<file path="config.mk">
export PLATFORM = sky130hd
export DESIGN_NAME = regfile_sb_flat
export DESIGN_NICKNAME = d
export VERILOG_FILES = /design/src/rtl/regfile_pkg.sv /design/src/rtl/regfile_sb_if.sv /design/src/rtl/regfile_sb_sb_counter.sv /design/src/rtl/regfile_sb.sv /design/src/flat_wrapper.sv
export SDC_FILE = /design/constraint.sdc
export NUM_CORES = 2
export LEC_CHECK = 0
export BUFFER_PORTS_ARGS = -buffer_cell sky130_fd_sc_hd__buf_2
export CORE_MARGIN = 5
export CORE_UTILIZATION = 43
export DETAILED_ROUTE_END_ITERATION = 12
export HOLD_SLACK_MARGIN = 0.02
export PLACE_DENSITY = 0.61
export RECOVER_POWER = 100
export SLEW_MARGIN = 10
export SYNTH_ARGS = -nofsm -noshare
export SYNTH_HDL_FRONTEND = slang
export SYNTH_SLANG_ARGS = --single-unit
</file>
<file path="constraint.sdc">
create_clock -name clk -period 42.1 [get_ports clk]
set_clock_uncertainty 0.2 [all_clocks]
set_input_delay 8.42 -clock clk [delete_from_list [all_inputs] [get_ports clk]]
set_output_delay 8.42 -clock clk [all_outputs]
set_load 0.05 [all_outputs]
</file>
<file path="src/rtl/regfile_pkg.sv">
// Shared definitions for the scoreboarded register file.
// Default widths, architectural register constants and the
// busy-counter operation encoding used by sb_counter.
package regfile_pkg;

    localparam int DATA_W_DEF = 32;
    localparam int ADDR_W_DEF = 5;

    // Hard-wired zero register and MIPS return-address register.
    localparam int REG_ZERO = 0;
    localparam int REG_RA   = 31;

    typedef enum logic [1:0] {
        CNT_HOLD = 2'd0,
        CNT_INC  = 2'd1,
        CNT_DEC  = 2'd2
    } cnt_op_e;

    // Simultaneous increment and decrement cancel out.
    function automatic cnt_op_e cnt_op(input logic inc, input logic dec);
        cnt_op_e op;
        case ({inc, dec})
            2'b10:   op = CNT_INC;
            2'b01:   op = CNT_DEC;
            default: op = CNT_HOLD;
        endcase
        return op;
    endfunction

endpackage

</file>
<file path="src/rtl/regfile_sb_if.sv">
// Decode/writeback bus of the scoreboarded register file.
// master = pipeline side (decode + writeback), slave = register file.
interface regfile_sb_if #(
    parameter int DATA_W = 32,
    parameter int ADDR_W = 5,
    parameter int NREAD  = 2
);
    logic [NREAD*ADDR_W-1:0] ra;
    logic [NREAD*DATA_W-1:0] rd;
    logic [NREAD-1:0]        rbusy;
    logic                    we;
    logic [ADDR_W-1:0]       wa;
    logic [DATA_W-1:0]       wd;
    logic                    wclr;
    logic                    iss_valid;
    logic [ADDR_W-1:0]       iss_addr;
    logic                    iss_ready;
    logic [ADDR_W:0]         busy_cnt;

    modport master (
        output ra, we, wa, wd, wclr, iss_valid, iss_addr,
        input  rd, rbusy, iss_ready, busy_cnt
    );

    modport slave (
        input  ra, we, wa, wd, wclr, iss_valid, iss_addr,
        output rd, rbusy, iss_ready, busy_cnt
    );
endinterface

</file>
<file path="src/rtl/regfile_sb_sb_counter.sv">
// Up/down counter tracking the number of busy registers.
// An increment and a decrement in the same cycle leave the count unchanged.
module sb_counter
    import regfile_pkg::*;
#(
    parameter int W = 6
) (
    input  logic         clk,
    input  logic         reset,
    input  logic         i_inc,
    input  logic         i_dec,
    output logic [W-1:0] o_cnt
);

    cnt_op_e      w_op;
    logic [W-1:0] r_cnt;

    // Resolve the requested counter operation.
    always_comb begin
        w_op = cnt_op(i_inc, i_dec);
    end

    // Busy counter state.
    always_ff @(posedge clk or posedge reset) begin
        if (reset) begin
            r_cnt <= '0;
        end else begin
            case (w_op)
                CNT_INC: r_cnt <= r_cnt + W'(1);
                CNT_DEC: r_cnt <= r_cnt - W'(1);
                default: r_cnt <= r_cnt;
            endcase
        end
    end

    assign o_cnt = r_cnt;

endmodule

</file>
<file path="src/rtl/regfile_sb.sv">
// Scoreboarded register file: NREAD combinational read ports, one
// synchronous write port, per-register busy bits with an issue handshake
// and a registered busy counter.
// Optional feature macro: RF_BYPASS_EN (same-cycle write-to-read forwarding).
module regfile_sb
    import regfile_pkg::*;
#(
    parameter int DATA_W = DATA_W_DEF,
    parameter int ADDR_W = ADDR_W_DEF,
    parameter int NREAD  = 2
) (
    input  logic         clk,
    input  logic         reset,
    regfile_sb_if.slave  rf
);

    localparam int                DEPTH  = 1 << ADDR_W;
    localparam logic [ADDR_W-1:0] A_ZERO = ADDR_W'(REG_ZERO);

    logic [DATA_W-1:0] r_regs [DEPTH];
    logic [DEPTH-1:0]  r_busy;

    logic              w_wr_en;
    logic              w_clr_en;
    logic              w_iss_ready;
    logic              w_set_en;
    logic              w_inc;
    logic              w_dec;
    logic [ADDR_W:0]   w_cnt;

    // Write/clear qualification, issue handshake and counter events.
    always_comb begin
        w_wr_en  = rf.we && (rf.wa != A_ZERO);
        w_clr_en = w_wr_en && rf.wclr;

        if (!rf.iss_valid) begin
            w_iss_ready = 1'b0;
        end else if (rf.iss_addr == A_ZERO) begin
            w_iss_ready = 1'b1;
        end else if (!r_busy[rf.iss_addr]) begin
            w_iss_ready = 1'b1;
        end else if (rf.we && rf.wclr && (rf.wa == rf.iss_addr)) begin
            // Writeback releasing the very register being issued.
            w_iss_ready = 1'b1;
        end else begin
            w_iss_ready = 1'b0;
        end

        w_set_en = w_iss_ready && (rf.iss_addr != A_ZERO);
        // Count only real transitions; a re-issue of a register cleared in
        // the same cycle keeps it busy, so neither event moves the count.
        w_inc    = w_set_en && !r_busy[rf.iss_addr];
        w_dec    = w_clr_en && r_busy[rf.wa] &&
                   !(w_set_en && (rf.iss_addr == rf.wa));
    end

    assign rf.iss_ready = w_iss_ready;

    // Register storage; entry 0 is never written and stays zero.
    always_ff @(posedge clk or posedge reset) begin
        if (reset) begin
            for (int k = 0; k < DEPTH; k++) begin
                r_regs[k] <= '0;
            end
        end else if (w_wr_en) begin
            r_regs[rf.wa] <= rf.wd;
        end
    end

    // Busy scoreboard; the set is applied last so an issue beats a clear.
    always_ff @(posedge clk or posedge reset) begin
        if (reset) begin
            r_busy <= '0;
        end else begin
            if (w_clr_en) begin
                r_busy[rf.wa] <= 1'b0;
            end
            if (w_set_en) begin
                r_busy[rf.iss_addr] <= 1'b1;
            end
        end
    end

    sb_counter #(
        .W (ADDR_W + 1)
    ) u_sb_counter (
        .clk   (clk),
        .reset (reset),
        .i_inc (w_inc),
        .i_dec (w_dec),
        .o_cnt (w_cnt)
    );

    assign rf.busy_cnt = w_cnt;

    for (genvar gi = 0; gi < NREAD; gi++) begin : g_rd
        logic [ADDR_W-1:0] w_ra;
        logic [DATA_W-1:0] w_rd;
        logic              w_rbusy;

        assign w_ra = rf.ra[gi*ADDR_W +: ADDR_W];

        // Combinational read of one port, with optional write forwarding.
        always_comb begin
            w_rd    = '0;
            w_rbusy = 1'b0;
            if (w_ra == A_ZERO) begin
                w_rd    = '0;
                w_rbusy = 1'b0;
            end
`ifdef RF_BYPASS_EN
            else if (w_wr_en && (w_ra == rf.wa)) begin
                w_rd    = rf.wd;
                w_rbusy = rf.wclr ? 1'b0 : r_busy[w_ra];
            end
`endif
            else begin
                w_rd    = r_regs[w_ra];
                w_rbusy = r_busy[w_ra];
            end
        end

        assign rf.rd[gi*DATA_W +: DATA_W] = w_rd;
        assign rf.rbusy[gi]               = w_rbusy;
    end

endmodule

</file>
<file path="src/flat_wrapper.sv">
// flat-port wrapper written by rule: the top's interface ports become plain ports
module regfile_sb_flat import regfile_pkg::*;
#(
    parameter int DATA_W = DATA_W_DEF,
    parameter int ADDR_W = ADDR_W_DEF,
    parameter int NREAD  = 2
)
  (clk, reset, rf_ra, rf_we, rf_wa, rf_wd, rf_wclr, rf_iss_valid, rf_iss_addr, rf_rd, rf_rbusy, rf_iss_ready, rf_busy_cnt);
  regfile_sb_if #(.DATA_W(DATA_W), .ADDR_W(ADDR_W), .NREAD(NREAD)) rf_i ();
  input  logic clk;
  input  logic reset;
  input wire logic [$bits(rf_i.ra)-1:0] rf_ra;
  input wire logic [$bits(rf_i.we)-1:0] rf_we;
  input wire logic [$bits(rf_i.wa)-1:0] rf_wa;
  input wire logic [$bits(rf_i.wd)-1:0] rf_wd;
  input wire logic [$bits(rf_i.wclr)-1:0] rf_wclr;
  input wire logic [$bits(rf_i.iss_valid)-1:0] rf_iss_valid;
  input wire logic [$bits(rf_i.iss_addr)-1:0] rf_iss_addr;
  output wire logic [$bits(rf_i.rd)-1:0] rf_rd;
  output wire logic [$bits(rf_i.rbusy)-1:0] rf_rbusy;
  output wire logic [$bits(rf_i.iss_ready)-1:0] rf_iss_ready;
  output wire logic [$bits(rf_i.busy_cnt)-1:0] rf_busy_cnt;
  assign rf_i.ra = rf_ra;
  assign rf_i.we = rf_we;
  assign rf_i.wa = rf_wa;
  assign rf_i.wd = rf_wd;
  assign rf_i.wclr = rf_wclr;
  assign rf_i.iss_valid = rf_iss_valid;
  assign rf_i.iss_addr = rf_iss_addr;
  assign rf_rd = rf_i.rd;
  assign rf_rbusy = rf_i.rbusy;
  assign rf_iss_ready = rf_i.iss_ready;
  assign rf_busy_cnt = rf_i.busy_cnt;
  regfile_sb #(.DATA_W(DATA_W), .ADDR_W(ADDR_W), .NREAD(NREAD)) u_core (.clk(clk), .reset(reset), .rf(rf_i));
endmodule
</file>
Yosys cells after proc, flatten, opt, wreduce, memory -nomap -nowiden

Cells that the tools add are included.

$add $sub $neg: 2
$lt $le $gt $ge: 10
Eq/ne operators: 6
Muxes and demuxes: 33
Bitwise gates (word level): 6
Reduce and logical (&&, ||, !) cells: 20

Operators by type and width:

| cell                                                                   | count |
|---|---|
| 1024-bit bitwise mux                                                   | 1 |
| 32-bit binary-select mux with 5-bit select                             | 2 |
| 32-bit 2-to-1 mux                                                      | 9 |
| 32-bit demux with 5-bit select                                         | 1 |
| 32-bit bitwise AND                                                     | 1 |
| 32-bit NOT                                                             | 1 |
| 32-bit bitwise OR                                                      | 1 |
| 5-bit by 6-bit < comparator with 1-bit output (second input constant)  | 4 |
| 1-bit binary-select mux with 5-bit select                              | 4 |
| 6-bit >= comparator (second input constant)                            | 3 |
| 5-bit NOT with 6-bit output                                            | 3 |
| 5-bit logical NOT                                                      | 3 |
| 1-bit logical AND                                                      | 12 |
| 1-bit 2-to-1 mux                                                       | 12 |
| 6-bit case mux with 2 select lines                                     | 1 |
| 1-bit demux with 5-bit select                                          | 2 |
| 5-bit equality test                                                    | 2 |
| 5-bit by 1-bit >= comparator with 1-bit output (second input constant) | 2 |
| 5-bit nonzero test                                                     | 2 |
| 6-bit by 1-bit adder with 6-bit output (second input constant)         | 1 |
| 6-bit by 1-bit < comparator with 1-bit output (second input constant)  | 1 |
| 6-bit by 1-bit subtractor with 6-bit output (second input constant)    | 1 |
| 2-bit by 1-bit equality test with 1-bit output (second input constant) | 2 |
| 2-bit equality test (second input constant)                            | 2 |
| other kinds (3)                                                        | 4 |

Register bits: 1062
Bits of input ports: 57
Output and inout port bits: 73
Logic and storage cells: 111

Longest topological paths before layout

Depth in word-level cells: 14
Gate-level depth with buffers: 15
Depth with buffers taken out: 13

Hierarchy

From an unflattened synthesis, not the netlist that was laid out.

Cell total of the unflattened synthesis: 3660
Area, all modules: 57378.8 um2

Modules (own cells, without submodules):

| module     | times used | cells each | area an instance (um2) | seq. area each (um2) |
|---|---|---|---|---|
| regfile_sb | 1          | 3600       | 56847.0                | 26425.3 |
| sb_counter | 1          | 60         | 531.8                  | 150.1 |

Worst setup path after synthesis

OpenSTA, ideal clock, no wires.

Path type: input port to output port
Start: input rf_iss_addr[0]
End: output rf_iss_ready
Data arrival time: 10.854 ns
Data required time: 33.480 ns
Path slack: 22.626 ns
Cell stages on the path: 5
Path buffers: 1
Path through: buf_6 > mux4_2 > a222oi_1 > o21ai_0 > a21boi_0

Longest elaborated chain between the ends: 6
Elaborated cells on any way between the ends: 9
Classes of those cells: eq/ne: 1; mux: 6; reduce/logical: 2

RTL lines:

| item                                                                              | line               | source |
|---|---|---|
| start, declared                                                                   | flat_wrapper.sv:18 | `input wire logic [$bits(rf_i.iss_addr)-1:0] rf_iss_addr;` |
| branches (longest 4 deep; another with 1-bit binary-select mux with 5-bit select) | -                  |  |
| 1-bit 2-to-1 mux *                                                                | regfile_sb.sv:38   | `end else if (rf.iss_addr == A_ZERO) begin` |
| 1-bit 2-to-1 mux *                                                                | regfile_sb.sv:36   | `if (!rf.iss_valid) begin` |
| end, declared                                                                     | flat_wrapper.sv:21 | `output wire logic [$bits(rf_i.iss_ready)-1:0] rf_iss_ready;` |

Mark *: on every way between the ends. The select of a mux whose other input is x is not followed.

Worst setup path in the final report

Start: input rf_ra[6]
End: output rf_rd[42]

Longest elaborated chain between the ends: 5
Elaborated cells on any way between the ends: 6
Classes of those cells: mux: 4; bitwise: 1; reduce/logical: 1

RTL lines:

| item                                                 | line               | source |
|---|---|---|
| start, declared                                      | flat_wrapper.sv:12 | `input wire logic [$bits(rf_i.ra)-1:0] rf_ra;` |
| 5-bit NOT with 6-bit output (implied by the code)    | regfile_sb.sv:118  | `w_rd = r_regs[w_ra];` |
| 32-bit binary-select mux with 5-bit select           | regfile_sb.sv:118  |  |
| 32-bit 2-to-1 mux (implied by the code) (2 in a row) | regfile_sb.sv:118  |  |
| 32-bit 2-to-1 mux *                                  | regfile_sb.sv:107  | `if (w_ra == A_ZERO) begin` |
| end, declared                                        | flat_wrapper.sv:19 | `output wire logic [$bits(rf_i.rd)-1:0] rf_rd;` |

Mark *: on every way between the ends. The rest lies on a longest branch, timed or not. The select of a mux whose other input is x is not followed.

==> metrics.txt <==
status=finished, violations left; failing checks=max-capacitance violations, max-slew violations; deepest clock path buffer count=3; Final Cycle Share=74.3%; post-DP HPWL=89.4 mm; share of post-route cells with drive strength above 1=54.2%; initial DRC count=2,881; core footprint=0.132 mm^2; GRT Overall Usage=23.5%; initial core utilization=approximately 43%; most common cell after layout, fill and taps aside=dfrtp_1; CTS Root Cell=clkbuf_16; via count=33,840; synthesized flop and latch total=1,062; drt via density=6.31; global-route wire length before repair=247 mm; Pwr Total=3.15 mW; setup TNS=0 ps; CTS sink count=1,062; final hold vios=0; Num CTS Buffers=around 120; RSZ-0062 raised after global routing=false; Die Area=0.140 mm^2; worst-skew pair later-pin latency=720 ps; P&R area growth vs syn=9.70%; Hold-fix buffers, CTS=0; worst min path class=register to register; Critical Path AT=22,650 ps; top_reg_cell synth=dfrtp_1; Synth area leaders=dfrtp_1 (47%), mux4_2 (26%), mux2_2 (20%); fin util=a little under half; top achievable clock speed=32.0 MHz; dpl ws=19,990 ps; CP Max Fanout=103; Slew Limit Fails=2,586; Rows=~130; Die Width=374 um; clk slew on worst S/H paths=60 ps; number of port buffers=129; minimum clock period=31,270 ps; Max-Cap Viols=63; critical path endpoint category=primary output; dpl cell area=0.0589 mm^2; post-route setup slack=10,830 ps; Ports=130; Setup violations, final=0; # Post-CTS Setup Buffers=0; Synth async-reset ratio=100%; Die H=374 um; largest net degree at the start of global routing=113; Wirelength per Cell=30.6 um; Syn. warnings=0; gr ovfl total=0; design area=roughly 0.063 mm^2; commonest non-fill, non-tap cells in the layout=dfrtp_1 (1,062), mux2_2 (994), mux4_2 (666), clkbuf_1 (129), clkbuf_16 (116); Startpoint Class=input port; hold path start=u_core.r_regs[992]$_DFFE_PP0P_; CTS tree=built; mapped cell area=0.0570 mm^2; antenna violations before repair=8; drc violations=0; Synth cell types=51; sequential fraction of the synthesis area=46.6%; Worst-Margin Slew=7560 ps; Leakage=26.3 nW; CP Data Required Time=roughly 33,000 ps; vias in the first global route=35,585; Routed Antenna Nets=0; Max VDD drop=about 0.036 mV; routability cong.=approximately 0.84; syn nets=3,671; total routed wirelength=164 mm; CP startpoint=rf_ra[6]; power per cell area=50.3 mW/mm^2; first-pass detailed-route iteration total=7; Yosys top cell by area=dfrtp_1; number of enable flip-flop cells after synthesis=0; H-tree levels=3; reg-to-reg startpoint=u_core.r_busy[1]$_DFF_PP0_; slew margin rel.=-404%; Post-CTS Resized=0; share of Yosys cell area claimed by the top area cell type=46.6%; NumNets Final=3,573; Setup CP Type=input port to primary output; mean post-synth cell area=15.8 um^2; Syn Inst Count=about 3,600
==> cell usage after synthesis (2+ instances only) <==
master and instances:
o22ai_1 5, nand3_1 8, buf_2 108, o311ai_0 7
a21o_1 2, nor4_1 4, nand2_1 114, inv_1 81
xnor2_1 7, and2_1 3, o41ai_1 4, o221ai_1 3
mux4_2 666, a22oi_1 10, buf_6 2, o21ai_0 105
or3b_2 2, buf_1 39, nor3_1 5, nand3b_1 13
o31ai_1 9, a21oi_1 3, xor2_1 3, or3_1 2
mux2i_1 16, clkbuf_1 261, buf_4 2, nor3b_1 5
dfrtp_1 1062, nor2_1 36, ha_1 5, nand4_1 4
mux2_2 994
==> layer usage <==
metal	track usage, %	wire (um)	vias up
li1	-	-	13796
met1	33.0	70700	18701
met2	38.1	79100	1062
met3	3.87	9310	277
met4	7.05	5260	4
met5	0	23	-
==> final cells by class <==
type | instances | area, um^2
fillers | 11375 | 69100
diodes | 2 | 5.00
repair buffers | 197 | 941
clock buffers | 160 | 3340
inverters | 81 | 305
flip-flops and latches | 1062 | 26600
well taps | 1755 | 2200
multi-input cells | 2053 | 28400
clock inverters | 56 | 722
==> critical path, stage by stage <==
cell and delay [ps]:
clkbuf_1 5180, clkbuf_1 3020, clkbuf_1 2890, o41ai_1 330, clkbuf_1 1040, o21ai_0 1100
clkbuf_1 530
==> report_power, final <==
group	switching, mW	internal (mW)
logic	0.301	0.401
clock network	0.438	0.639
registers	0.149	1.22
==> flip-flops by register name, indices dropped and copies added, names as in the netlist <==
name and cells:
u_core.u_sb_counter.o_cnt 6, u_core.r_busy 32, u_core.r_regs 1024
==> through the flow <==
stage / cells / hold slack, ps
after floorplan: 3608 / 241
after global placement: 5148 / 177
after detailed placement: 5148 / 182
after CTS: 5364 / 196
after global routing: 5364 / 208
final: 5366 / 193
==> worst paths after layout <==
path / to / slack [ps] / cells past startpoint
worst max-delay path: rf_rd[42] / 10830 / 7
worst min-delay path: u_core.r_regs[992]$_DFFE_PP0P_ / 190 / 0
worst max register to register: u_core.u_sb_counter.o_cnt[5]$_DFFE_PP0P_ / 37950 / 11
worst min register to register: u_core.r_regs[992]$_DFFE_PP0P_ / 190 / 0
max in group asynchronous: u_core.r_regs[766]$_DFFE_PP0P_ / 20260 / 6
min in group asynchronous: u_core.r_regs[644]$_DFFE_PP0P_ / 9110 / 2
==> kinds of logic (layout without fill, tap and decap cells) <==
| group | after synthesis | in the layout | synth area share [%] |
|---|---|---|---|
| simple gates | 205 | 205 | 1.64 |
| mux | 1677 | 1677 | 46.3 |
| fa+ha+maj | 6 | 6 | 0.145 |
| flops | 1062 | 1062 | 46.6 |
| other cells | 0 | 2 | 0 |
| compound gates | 155 | 155 | 1.61 |
| xor+xnor | 10 | 10 | 0.154 |
| buf+inv | 493 | 494 | 3.52 |
Power figures use the tool's default switching activity.
